### src/rtl/flex_counter_ud.sv
// Parametrised up/down counter with clear, load, wrap/saturate mode,
// a registered wrap pulse and a saturating count of wrap events.
module flex_counter_ud #(
    parameter int NUM_CNT_BITS  = 4,
    parameter int NUM_WRAP_BITS = 8,
    parameter bit SAT_MODE      = 1'b0
) (
    input  logic                     clk_i,
    input  logic                     n_rst_i,
    input  logic                     clear_i,
    input  logic                     load_i,
    input  logic [NUM_CNT_BITS-1:0]  load_val_i,
    input  logic                     count_enable_i,
    input  logic                     count_up_i,
    input  logic [NUM_CNT_BITS-1:0]  rollover_val_i,
    output logic [NUM_CNT_BITS-1:0]  count_out_o,
    output logic                     rollover_flag_o,
    output logic                     wrap_pulse_o,
    output logic [NUM_WRAP_BITS-1:0] wrap_count_o
);

    localparam logic [NUM_CNT_BITS-1:0] CNT_ONE = NUM_CNT_BITS'(1);

    logic [NUM_CNT_BITS-1:0]  count_q, count_d;
    logic                     pulse_q, pulse_d;
    logic [NUM_WRAP_BITS-1:0] wrap_cnt_q, wrap_cnt_d;
    logic                     up_terminal;
    logic                     down_terminal;
    logic                     wrap_event;

    assign up_terminal   = (count_q >= rollover_val_i);
    assign down_terminal = (count_q <= CNT_ONE);

    // Terminal is tested before re-ranging so that rollover_val 0/1 in down
    // mode is treated as a terminal reload rather than a silent re-range.
    always_comb begin
        count_d    = count_q;
        wrap_event = 1'b0;
        if (clear_i) begin
            count_d = '0;
        end else if (load_i) begin
            count_d = load_val_i;
        end else if (count_enable_i) begin
            if (count_up_i) begin
                if (!up_terminal) begin
                    count_d = count_q + CNT_ONE;
                end else if (!SAT_MODE) begin
                    count_d    = CNT_ONE;
                    wrap_event = 1'b1;
                end
            end else begin
                if (down_terminal) begin
                    if (!SAT_MODE) begin
                        count_d    = rollover_val_i;
                        wrap_event = 1'b1;
                    end
                end else if (count_q > rollover_val_i) begin
                    count_d = rollover_val_i;
                end else begin
                    count_d = count_q - CNT_ONE;
                end
            end
        end
    end

    always_comb begin
        pulse_d    = wrap_event;
        wrap_cnt_d = wrap_cnt_q;
        if (clear_i) begin
            wrap_cnt_d = '0;
        end else if (wrap_event && !(&wrap_cnt_q)) begin
            wrap_cnt_d = wrap_cnt_q + 1'b1;
        end
    end

    always_ff @(posedge clk_i or negedge n_rst_i) begin
        if (!n_rst_i) begin
            count_q    <= '0;
            pulse_q    <= 1'b0;
            wrap_cnt_q <= '0;
        end else begin
            count_q    <= count_d;
            pulse_q    <= pulse_d;
            wrap_cnt_q <= wrap_cnt_d;
        end
    end

    assign count_out_o     = count_q;
    assign rollover_flag_o = count_up_i ? up_terminal : down_terminal;
    assign wrap_pulse_o    = pulse_q;
    assign wrap_count_o    = wrap_cnt_q;

endmodule
### config.mk
export PLATFORM = sky130hd
export DESIGN_NAME = flex_counter_ud
export DESIGN_NICKNAME = d
export VERILOG_FILES = /design/src/rtl/flex_counter_ud.sv
export SDC_FILE = /design/constraint.sdc
export NUM_CORES = 1
export LEC_CHECK = 0
export BUFFER_PORTS_ARGS = -buffer_cell sky130_fd_sc_hd__buf_2
export CORE_ASPECT_RATIO = 0.9
export CORE_MARGIN = 2
export CORE_UTILIZATION = 50
export CTS_CLUSTER_SIZE = 10
export DETAILED_ROUTE_END_ITERATION = 6
export PLACE_DENSITY_LB_ADDON = 0.05
export SKIP_LAST_GASP = 1
export SLEW_MARGIN = 20
export SYNTH_ARGS = -nofsm -noshare
export SYNTH_HDL_FRONTEND = slang
export SYNTH_SLANG_ARGS = --single-unit
### constraint.sdc
create_clock -name clk_i -period 2.18 [get_ports clk_i]
set_input_delay 0.436 -clock clk_i [delete_from_list [all_inputs] [get_ports clk_i]]
set_output_delay 0.436 -clock clk_i [all_outputs]
set_load 0.1 [all_outputs]
## After elaboration in Yosys (flattened, before gate mapping)

Index checks and enable logic that the tools add are counted.

- $add $sub $neg: 3
- Mux-type cells: 16
- Reduce and logical (&&, ||, !) cells: 5
- Order comparisons: 3

Operators with widths:

| operator | number |
|---|---|
| $mux 4 | 7 |
| $mux 8 | 2 |
| $add 8x1->8 const B | 1 |
| $reduce_and 8->1 | 1 |
| $mux 1 | 7 |
| $add 4x1->4 const B | 1 |
| $ge 4x4->1 | 1 |
| $gt 4x4->1 | 1 |
| $le 4x1->1 const B | 1 |
| $sub 4x1->4 const B | 1 |
| $reduce_bool 3->1 | 1 |
| $reduce_bool 2->1 | 1 |
| $logic_and 1x1->1 | 1 |
| $logic_not 1->1 | 1 |

- Bits of input ports: 14
- Word-level logic and storage cells: 30
- Output and inout bits: 14
- Bits in registers: 13

## Depth between registers and ports, before layout

Gate-level depths: netlist (run 1).

- Depth after elaboration: 9
- Gate-level depth with buffers: 8
- Gate-level depth less buffers: 8

## Worst setup path before layout (run 1)

OpenSTA, ideal clock, no wires.

- Path type: register to register
- Start: reg count_q[0] (netlist: count_out_o[0])
- End: reg wrap_cnt_q[2] (netlist: wrap_count_o[2])
- Buffers on the path: 0
- Library setup time: 0.094 ns
- Setup slack: -0.992 ns
- Period minus slack after synthesis: 3.172 ns
- Arrival: 3.078 ns
- Stages on the path, launching flop included: 9
- Required time: 2.086 ns
- Cell sequence: dfrtp_1 inv_1 ha_1 or2_2 and2_2 o22ai_2 inv_1 nand4_1 mux2i_1

- Word-level cells in the longest chain between the ends: 8
- Elaborated cells between the ends (all ways): 10
- Classes of those cells: order compare: 2; mux: 6; reduce/logical: 2

Ends and longest elaborated chain:

| item | RTL line | RTL |
|---|---|---|
| start, declared | 24 | `logic [NUM_CNT_BITS-1:0] count_q, count_d;` |
| start signal, assigned | 82 | `count_q <= count_d;` |
| $le 4x1->1 / $ge 4x4->1 (equally long branches) | 32, 31 |  |
| $mux 1, on equally long branches | 52, 45 |  |
| $mux 1 * | 44 | `if (count_up_i) begin` |
| $mux 1 * | 43 | `end else if (count_enable_i) begin` |
| $mux 1 * | 41 | `end else if (load_i) begin` |
| $mux 1 * | 39 | `if (clear_i) begin` |
| $logic_and 1x1->1 * | 71 | `end else if (wrap_event && !(&wrap_cnt_q)) begin` |
| $reduce_bool 2->1 (no line) * | -- |  |
| end signal, assigned | 84 | `wrap_cnt_q <= wrap_cnt_d;` |
| end, declared | 26 | `logic [NUM_WRAP_BITS-1:0] wrap_cnt_q, wrap_cnt_d;` |

Every way passes the cells marked *; elsewhere a longest branch is shown, timed or not.
A chain may end at the register's enable or synchronous reset.

## Worst setup path in the final report (run 1)

- Start: reg count_q[1] (netlist: count_out_o[1])
- End: out rollover_flag_o

- Word-level cells in the longest chain between the ends: 2
- Elaborated cells between the ends (all ways): 3
- Classes of those cells: order compare: 2; mux: 1

Ends and longest elaborated chain:

| item | RTL line | RTL |
|---|---|---|
| $le 4x1->1 / $ge 4x4->1 (equally long branches) | 32, 31 |  |
| $mux 1 * | 89 | `assign rollover_flag_o = count_up_i ? up_terminal : down_terminal;` |
| end, declared | 17 | `output logic rollover_flag_o,` |

Marks and branches as above.

==> results of run 1 <==
==> Yosys cell counts (2+ instances only) <==
cell	n	area, um^2
dfrtp_1	13	325
nor4_1	2	12.5
clkbuf_1	2	7.51
nor2b_1	4	25.0
a32o_1	3	30.0
a21o_1	5	37.5
inv_1	8	30.0
nor2_1	5	18.8
nand4_1	3	18.8
xnor2_1	3	26.3
nor3_1	10	50.1
nand2_1	7	26.3
o21ai_0	2	10.0
nand3_1	6	30.0
mux2i_1	4	40.0
or2b_1	2	15.0
nand2b_1	3	18.8
ha_1	8	100
mux2_2	2	22.5
a21oi_1	8	40.0
a221o_1	2	20.0
==> through the flow <==
stage / power, W / util, % / TNS, ps
4_1_cts: 0.000903 / 69.8 / -243
6_report: 0.000907 / 70.9 / -197
2_1_floorplan: 0.000609 / - / -1430
3_3_place_gp: 0.000726 / 67.5 / -93.1
3_5_place_dp: 0.000737 / 67.5 / -175
5_1_grt: 0.000954 / 70.9 / -331
==> cell type report <==
type / count / area share, %
clock buffers: 4 / 1.73
inverters: 9 / 2.64
multi-input cells: 101 / 53.9
flip-flops and latches: 13 / 22.8
well taps: 27 / 2.22
repair buffers: 42 / 16.7
==> worst paths after layout <==
check / slack, ps / endpoint / start / depth (start not counted)
max: -200 / rollover_flag_o / count_out_o[1] / 6
min in group clk_i: 460 / count_out_o[0] / load_val_i[0] / 3
min: 20 / wrap_count_o[5] / n_rst_i / 1
min reg2reg: 520 / wrap_count_o[3] / wrap_count_o[3] / 1
max in group asynchronous: 1890 / count_out_o[2] / n_rst_i / 1
max reg2reg: 20 / wrap_count_o[1] / count_out_o[1] / 8
==> timing repair <==
item / CTS / global route
pin swaps: 2 / 5
resized for setup: 4 / 4
setup buffers: 1 / 1
setup endpoints to repair: 2 / 8
==> kinds of logic (layout without fill, tap and decap cells) <==
group,count (synthesis),count (layout),share of synthesized area (%)
fa+ha+maj,8,8,9.03
mux,6,6,5.64
flops,13,13,29.3
xor+xnor,4,4,3.16
simple gates,53,53,27.7
compound gates,30,30,19.9
buf+inv,14,55,5.30
==> critical path: stages (launching register included) <==
cell and delay [ps]:
dfrtp_4 520, ha_4 230, nor2b_4 120, o211a_1 240, o22ai_4 220, clkinvlp_4 130, buf_6 190
==> power breakdown <==
| group | leakage, nW | switching [W] | internal, W |
|---|---|---|---|
| clock | 0.0150 | 0.0000832 | 0.0000712 |
| sequential | 0.163 | 0.0000178 | 0.000259 |
| combinational | 0.528 | 0.000296 | 0.000180 |
==> metal layers <==
metal	routed length, um	vias to the layer above	track usage [%]
met4	27	0	4.27
met5	0	-	0
met1	1350	513	38.3
met3	267	6	6.79
met2	1430	46	41.2
li1	-	556	-
==> registers in the layout, indices dropped and copies added (netlist names) <==
signal and cells:
wrap_pulse_o 1, wrap_count_o 8, count_out_o 4
==> metrics.md, run 1 <==
| Metric | Value |
|---|---|
| Status | finished with violations |
| Failing checks | negative setup slack |
| F_max | 421 MHz |
| N_diodes | 0 |
| CTS Buf Count | 3 |
| Number of setup violations in the final report | 1 |
| Initial antenna violation count | 0 |
| Yosys cell types | 47 |
| Mapped cell area | 1110 um^2 |
| Crit path capture type | output pin |
| Placed Cells | 190 |
| Insertion delay to the later sink of the worst-skew pair | 280 ps |
| Per-cell routed wire length | 15.7 um |
| Pre-CTS WS | -104 ps |
| Cts hold-fix bufs | 0 |
| Critical path launch point type | flop |
| Core area | 2140 um^2 |
| Nets | 192 |
| Post-layout min period | 2380 ps |
| Die boundary width | 53.6 um |
| Grt ovf | 0 |
| Cell Area, Placed | 1450 um^2 |
| CTS tree | done |
| Peak supply drop | 397 uV |
| Largest net degree at the start of global routing | 16 |
| Post-synth EDFFs | 0 |
| Async S/R FF share, synth | 100% |
| Worst-path fanout max | 4 |
| Critical Path AT | 1940 ps |
| Clock skew | 6.22 ps |
| Clock slew at reported path FFs | 80 ps |
| Setup ws final | -197 ps |
| Synth warn | 0 |
| Die H | 48.7 um |
| Area Overhead vs Synth | 37.0% |
| Clock net sink count | 13 |
| Average cell area after synthesis | 8.66 um^2 |
| Synth Register Bits | 13 |
| Fillers | 180 |
| Commonest cells after routing, fill and taps aside | 26 x buf_2, 15 x buf_4, 10 x nor3_1, 7 x nand2_1, 7 x a21oi_1 |
| DP Wirelength | 2460 um |
| Post-synth top flop | dfrtp_1 |
| Cell Count, Final, Fillers Out | 196 |
| I/O pins | 28 |
| Design Area, Final | 1520 um^2 |
| Sequential share of the synthesized area | 29.3% |
| First-pass GRT wire length | 5070 um |
| Die ar. | 2610 um^2 |
| Final WL | 3070 um |
| H-tree levels | 1 |
| Vias per inst | 5.72 |
| Initial DRC count | 64 |
| Critical path class | reg2out |
| Final hold vios | 0 |
| Max-cap violation count | 0 |
| CTS Root Cell | clkbuf_4 |
| Smallest hold slack | 24.3 ps |
| Lkg Pwr | 0.706 nW |
| Port Buf Inserts | 27 |
| Clock buffer depth | 2 |
| Layout cells sized above 1 | 44.4% |
| Power Density | 597 nW/um^2 |
| DRC Markers | 0 |
| Sequential cell area | 347 um^2 |
| Crit path required time | 1740 ps |
| Slew @ Worst Pin | 515 ps |
| DRT Pass-1 Iters | 4 |
| Hold Path Class | in2async |
| Final period utilization | 109% |
| Final number of max-transition violations | 0 |
| Worst slew margin | 65.5% |
| Cell count after synthesis | 128 |
| Synthesized net count | 150 |
| Unrepaired setup endpoints after global routing | true |
| Vias in the first global route | 1062 |
| GRT Overall Usage | 26.7% |
| FP Rows | 16 |
| Most common cell after layout, fill and taps aside | buf_2 |
| Vias | 1121 |
| Area taken by multi-input logic gates | 818 um^2 |
| GP Congestion | 0.973 |
| Final ANT Viol Nets | 0 |
| Initial Util | 51.8% |
No activity file was read; power rests on OpenSTA's default activity.
==> inputs of run 2 (changes only) <==
--- a/config.mk
+++ b/config.mk
@@ -6,12 +6,15 @@
 export NUM_CORES = 1
 export LEC_CHECK = 0
 export BUFFER_PORTS_ARGS = -buffer_cell sky130_fd_sc_hd__buf_2
+export CELL_PAD_IN_SITES_DETAIL_PLACEMENT = 0
+export CELL_PAD_IN_SITES_GLOBAL_PLACEMENT = 1
 export CORE_ASPECT_RATIO = 0.9
 export CORE_MARGIN = 2
-export CORE_UTILIZATION = 50
+export CORE_UTILIZATION = 38
 export CTS_CLUSTER_SIZE = 10
 export DETAILED_ROUTE_END_ITERATION = 6
 export PLACE_DENSITY_LB_ADDON = 0.05
+export REMOVE_ABC_BUFFERS = 1
 export SKIP_LAST_GASP = 1
 export SLEW_MARGIN = 20
 export SYNTH_ARGS = -nofsm -noshare
==> run 2 against run 1 <==
  * Maximum frequency grew 4.9%
  * Clock-buffer cell count is the same
  * Highest routed layer unchanged
  * Critical path type unchanged
  * Clock skew shrank 1.3 ps
  * Sequential cell count is the same
  * The flow still finishes with violations (negative setup slack)
  * Register-to-register slack gained 20 ps
  * Wire length shrank 5.5%
  * Critical path depth grew 2
  * Utilization shrank 15 points
  * Global-route usage shrank 8.2 points
==> metrics.md, run 2 (synthesis results as in run 1) <==
| Metric | Value |
|---|---|
| DRT Pass-1 Iters | 4 (unchanged) |
| Post-layout min period | 2270 ps (-112 ps) |
| Layout cells sized above 1 | 39.1% (-5.3 points) |
| CTS tree | done |
| Final hold vios | 0 (unchanged) |
| Vias | 1151 (+2.7%) |
| Core area | 2770 um^2 (+29%) |
| Initial antenna violation count | 0 (unchanged) |
| Critical path class | reg2out |
| Grt ovf | 0 (unchanged) |
| Number of setup violations in the final report | 1 (unchanged) |
| Per-cell routed wire length | 13.3 um (-15%) |
| Setup ws final | -85.7 ps (+112 ps) |
| Status | finished with violations |
| Total power | 0.000913 W (+0.68%) |
| FP Rows | 18 (+2) |
| Clock net sink count | 13 (unchanged) |
| Die boundary width | 60.9 um (+14%) |
| H-tree levels | 1 (unchanged) |
| Hold Path Class | in2async |
| Unrepaired setup endpoints after global routing | true |
| CTS Buf Count | 3 (unchanged) |
| Commonest cells after routing, fill and taps aside | 26 x buf_2, 24 x buf_4, 13 x dfrtp_1, 9 x nor3_1, 8 x a21oi_1 |
| Crit path required time | 1740 ps (about the same) |
| Power Density | 594 nW/um^2 (-0.47%) |
| Final number of max-transition violations | 0 (unchanged) |
| Area taken by multi-input logic gates | 759 um^2 (-7.2%) |
| N_diodes | 0 (unchanged) |
| Max-cap violation count | 0 (unchanged) |
| Vias in the first global route | 1008 (-5.1%) |
| F_max | 441 MHz (+4.9%) |
| First-pass GRT wire length | 4750 um (-6.4%) |
| Initial DRC count | 67 (+4.7%) |
| Lkg Pwr | 0.775 nW (+9.7%) |
| Initial Util | 40.0% (-12 points) |
| Insertion delay to the later sink of the worst-skew pair | 280 ps (about the same) |
| Die H | 55.2 um (+13%) |
| CTS Root Cell | clkbuf_4 |
| Final ANT Viol Nets | 0 (unchanged) |
| GRT Overall Usage | 18.5% (-8.2 points) |
| Nets | 202 (+5.2%) |
| Port Buf Inserts | 27 (unchanged) |
| Largest net degree at the start of global routing | 16 (unchanged) |
| Critical path launch point type | flop |
| Clock slew at reported path FFs | 80 ps (about the same) |
| Most common cell after layout, fill and taps aside | buf_2 |
| Max reg flops | 8 (unchanged) |
| Peak supply drop | 252 uV (-36%) |
| DRC Markers | 0 (unchanged) |
| Slew @ Worst Pin | 546 ps (+31.0 ps) |
| Failing checks | negative setup slack |
| Final period utilization | 104% (-5.1 points) |
| Final WL | 2900 um (-5.5%) |
| Clock skew | 4.94 ps (-1.28 ps) |
| GP Congestion | 0.820 (-16%) |
| Worst slew margin | 63.2% (-2.2 points) |
| Die ar. | 3370 um^2 (+29%) |
| Pre-CTS WS | -110 ps (-5.29 ps) |
| Cts hold-fix bufs | 0 (unchanged) |
| I/O pins | 28 (unchanged) |
| Critical Path AT | 1830 ps (-110 ps) |
| Vias per inst | 5.26 (-8.1%) |
| Clock buffer depth | 2 (unchanged) |
| Fillers | 287 (+59%) |
| Crit path capture type | output pin |
| Sequential cell area | 325 um^2 (-6.1%) |
| DP Wirelength | 2350 um (-4.3%) |
| Worst-path fanout max | 3 (-1) |
| Area Overhead vs Synth | 38.6% |
## run 2: layout make-up
class                   count  area share, %
repair buffers             52           22.2
inverters                   9           2.20
flip-flops and latches     13           21.2
well taps                  40           3.26
clock buffers               4           1.71
multi-input cells         101           49.4
## run 2: layer usage
metal / share of wire, % / global-route usage, % / vias up
met1: 51 / 28.8 / 545
met5: 0 / 0 / -
met4: 0.41 / 2.80 / 0
met3: 4.7 / 4.92 / 2
met2: 43 / 26.1 / 30
li1: - / - / 574
## run 2: path summary, 6_finish.rpt
check	from	to	slack [ps]	depth (start not counted)
max reg2reg	count_out_o[0]	wrap_count_o[4]	40	9
max	count_out_o[0]	rollover_flag_o	-90	8
min reg2reg	wrap_count_o[5]	wrap_count_o[5]	530	1
min in group clk_i	load_val_i[0]	count_out_o[0]	480	3
max in group asynchronous	n_rst_i	wrap_count_o[2]	1900	1
min	n_rst_i	wrap_count_o[5]	40	1
## run 2: what timing repair did
action | CTS | global route
gates resized for setup | 7 | 2
pin swaps | 2 | 1
endpoints found under the hold margin | 0 | 0
setup endpoints to repair | 1 | 6
setup buffers | 4 | 2
## run 2: power by group
part	internal (W)	switching, W	total [W]
Combinational	0.000204	0.000299	0.000502
Sequential	0.000253	0.00000956	0.000262
Clock	0.0000709	0.0000779	0.000149
## run 2: critical path, stage by stage, from the launching register on
cell and delay, ps:
dfrtp_1 420, inv_2 80, buf_6 100, ha_4 180, nand4_1 110, nand4b_1 190
o22ai_4 230, inv_2 70, buf_12 160
## run 2: metrics by stage
step / cell area, um^2 / TNS, ps / utilization, % / std cells / hold slack, ps
after floorplan: 1080 / -7320 / - / 123 / 140
after global placement: 1430 / -78.8 / 51.5 / 209 / 345
after detailed placement: 1430 / -170 / 51.5 / 209 / 348
after CTS: 1510 / -87.9 / 54.5 / 217 / 39.6
after global routing: 1540 / -210 / 55.5 / 219 / 52.3
final: 1540 / -85.7 / 55.5 / 219 / 36.1
==> inputs of run 3 (changes only) <==
--- a/config.mk
+++ b/config.mk
@@ -6,13 +6,12 @@
 export NUM_CORES = 1
 export LEC_CHECK = 0
 export BUFFER_PORTS_ARGS = -buffer_cell sky130_fd_sc_hd__buf_2
-export CELL_PAD_IN_SITES_DETAIL_PLACEMENT = 0
-export CELL_PAD_IN_SITES_GLOBAL_PLACEMENT = 1
 export CORE_ASPECT_RATIO = 0.9
 export CORE_MARGIN = 2
-export CORE_UTILIZATION = 38
+export CORE_UTILIZATION = 50
 export CTS_CLUSTER_SIZE = 10
 export DETAILED_ROUTE_END_ITERATION = 6
+export MAX_ROUTING_LAYER = met4
 export PLACE_DENSITY_LB_ADDON = 0.05
 export REMOVE_ABC_BUFFERS = 1
 export SKIP_LAST_GASP = 1
==> run 3 against run 2 <==
  * The run still ends with negative setup slack left
  * Setup slack better by 3.4 ps
  * Cell count down 7.8%
  * Design area shrank 2.4%
  * Critical path depth shrank 2
  * Sequential cell count unchanged
  * Via count up 0.61%
  * Total power decreased by 1.5%
  * Critical path type unchanged
  * Critical endpoint unchanged
==> metrics.md, run 3 (synthesis results as in run 1) <==
| Metric | Value |
|---|---|
| Power Density | 600 nW/um^2 (+0.93%) |
| Power share of the combinational group | 54.5% (-0.5 points) |
| Layout cells sized above 1 | 38.3% (-0.82 points) |
| Final hold vios | 0 (unchanged) |
| Worst slew margin | 63.5% (+0.33 points) |
| Initial antenna violation count | 0 (unchanged) |
| DP Wirelength | 2200 um (-6.5%) |
| Area Overhead vs Synth | 35.2% |
| Placed Cells | 193 (-7.7%) |
| Unrepaired setup endpoints after global routing | true |
| Crit path capture type | output pin |
| H-tree levels | 1 (unchanged) |
| Pint | 0.000514 W (-2.5%) |
| Setup TNS | -82.3 ps (+3.43 ps) |
| Failing checks | negative setup slack |
| First-pass GRT wire length | 4950 um (+4.2%) |
| Hold Path Class | in2async |
| Vias in the first global route | 1082 (+7.3%) |
| Peak supply drop | 470 uV (+86%) |
| Core area | 2140 um^2 (-23%) |
| Most common cell after layout, fill and taps aside | buf_2 |
| CTS tree | done |
| Final number of max-transition violations | 0 (unchanged) |
| Final period utilization | 104% (-0.16 points) |
| R2r setup slk | 20 ps (-20 ps) |
| N_diodes | 0 (unchanged) |
| Slew @ Worst Pin | 544 ps (-2.41 ps) |
| Power share of the clock group | 16.4% (about the same) |
| Commonest cells after routing, fill and taps aside | 26 x buf_2, 21 x buf_4, 13 x dfrtp_1, 9 x nor3_1, 8 x a21oi_1 |
| Status | finished with violations |
| Nets | 198 (-2.0%) |
| Critical path launch point type | flop |
| Final ANT Viol Nets | 0 (unchanged) |
| Die ar. | 2610 um^2 (-22%) |
| DRC Markers | 0 (unchanged) |
| Max reg flops | 8 (unchanged) |
| CTS Buf Count | 3 (unchanged) |
| Smallest hold slack | 39.4 ps (+3.25 ps) |
| Clock net sink count | 13 (unchanged) |
| Initial DRC count | 54 (-19%) |
| CTS Root Cell | clkbuf_4 |
| GRT Overall Usage | 26.4% (+7.9 points) |
| Cells on worst reg2reg path | 7 (-2) |
| Sw frac | 42.8% (+0.56 points) |
| Critical Path AT | 1830 ps (about the same) |
| Initial Util | 51.8% (+12 points) |
| Post-layout min period | 2260 ps (-3.43 ps) |
| Switching power | 0.000385 W (-0.23%) |
| Vias per inst | 5.73 (+9.1%) |
| Clock buffer depth | 2 (unchanged) |
| Lkg Pwr | 0.755 nW (-2.6%) |
| Worst-path fanout max | 4 (+1) |
| Cell Count, Final, Fillers Out | 202 (-7.8%) |
| Final Util | 70.0% (+15 points) |
| FP Rows | 16 (-2) |
| Sequential share of power | 29.1% (+0.4 points) |
| Per-cell routed wire length | 14.2 um (+7.5%) |
| Largest net degree at the start of global routing | 16 (unchanged) |
| Reg-to-Reg End | wrap_count_o[4] |
| Cts hold-fix bufs | 0 (unchanged) |
| F_max | 442 MHz (+0.15%) |
| Clock skew | 3.25 ps (-1.69 ps) |
| Max-cap violation count | 0 (unchanged) |
| Port Buf Inserts | 27 (unchanged) |
| Crit path required time | 1740 ps (about the same) |
| Number of setup violations in the final report | 1 (unchanged) |
| Insertion delay to the later sink of the worst-skew pair | 280 ps (about the same) |
| Final WL | 2880 um (-0.83%) |
| Die boundary width | 53.6 um (-12%) |
| Setup ws final | -82.3 ps (+3.43 ps) |
| I/O pins | 28 (unchanged) |
| Clock slew at reported path FFs | 80 ps (about the same) |
| Die H | 48.7 um (-12%) |
| Launch point of the worst reg-to-reg path | count_out_o[1] |
| DRT Pass-1 Iters | 4 (unchanged) |
| GP Congestion | 0.878 (+7.1%) |
| Vias | 1158 (+0.61%) |
| Critical path class | reg2out |
| Grt ovf | 0 (unchanged) |
## run 3: final cells by class
type | count | area (um^2)
Fill cell | 168 | 643
Clock buffer | 4 | 26.3
Sequential cell | 13 | 325
Timing Repair Buffer | 48 | 308
Multi-Input combinational cell | 101 | 772
Tap cell | 27 | 33.8
Inverter | 9 | 33.8
## run 3: worst max-delay path by stage
stage                                  to  slack [ps]              start
final                     rollover_flag_o         -80     count_out_o[1]
after global routing      rollover_flag_o        -170     count_out_o[3]
after CTS                 rollover_flag_o        -110     count_out_o[1]
after detailed placement  rollover_flag_o        -130  rollover_val_i[1]
after global placement    rollover_flag_o        -120  rollover_val_i[1]
after floorplan           wrap_count_o[2]        -990     count_out_o[0]
## run 3: routing by layer
layer | up-vias | GRT usage [%] | part of all wire (%)
met5 | - | - | 0
met4 | 0 | 6.84 | 0.66
met3 | 4 | 7.10 | 7.4
met2 | 48 | 38.5 | 46
met1 | 535 | 36.2 | 46
li1 | 571 | - | -
## run 3: what timing repair did
| item | CTS | global route |
|---|---|---|
| setup buffers | 4 | 1 |
| setup endpoints to repair | 1 | 10 |
| pin swaps | 2 | 3 |
| resized for setup | 4 | 7 |
| cloned | 0 | 0 |
## run 3: per-stage QoR
stage / power, W / cell area, um^2 / worst slack [ps]
after floorplan: 0.000553 / 1080 / -992
after global routing: 0.000961 / 1500 / -167
after CTS: 0.000885 / 1450 / -107
final: 0.000899 / 1500 / -82.3
after global placement: 0.000699 / 1390 / -119
after detailed placement: 0.000703 / 1390 / -134
## run 3: power groups by stage
stage                     Combinational, W  Sequential, W  Clock, W
after floorplan                   0.000188       0.000365         0
after global placement            0.000431       0.000267         0
after detailed placement          0.000436       0.000267         0
after CTS                         0.000466       0.000262  0.000157
after global routing              0.000524       0.000264  0.000173
final                             0.000490       0.000262  0.000147
## run 3: worst max-delay path: stages, from the launching register on
cell     delay, ps
dfrtp_1        410
ha_1           310
nor2b_1        160
o211a_1        250
o22ai_4        170
inv_2           70
buf_12         160
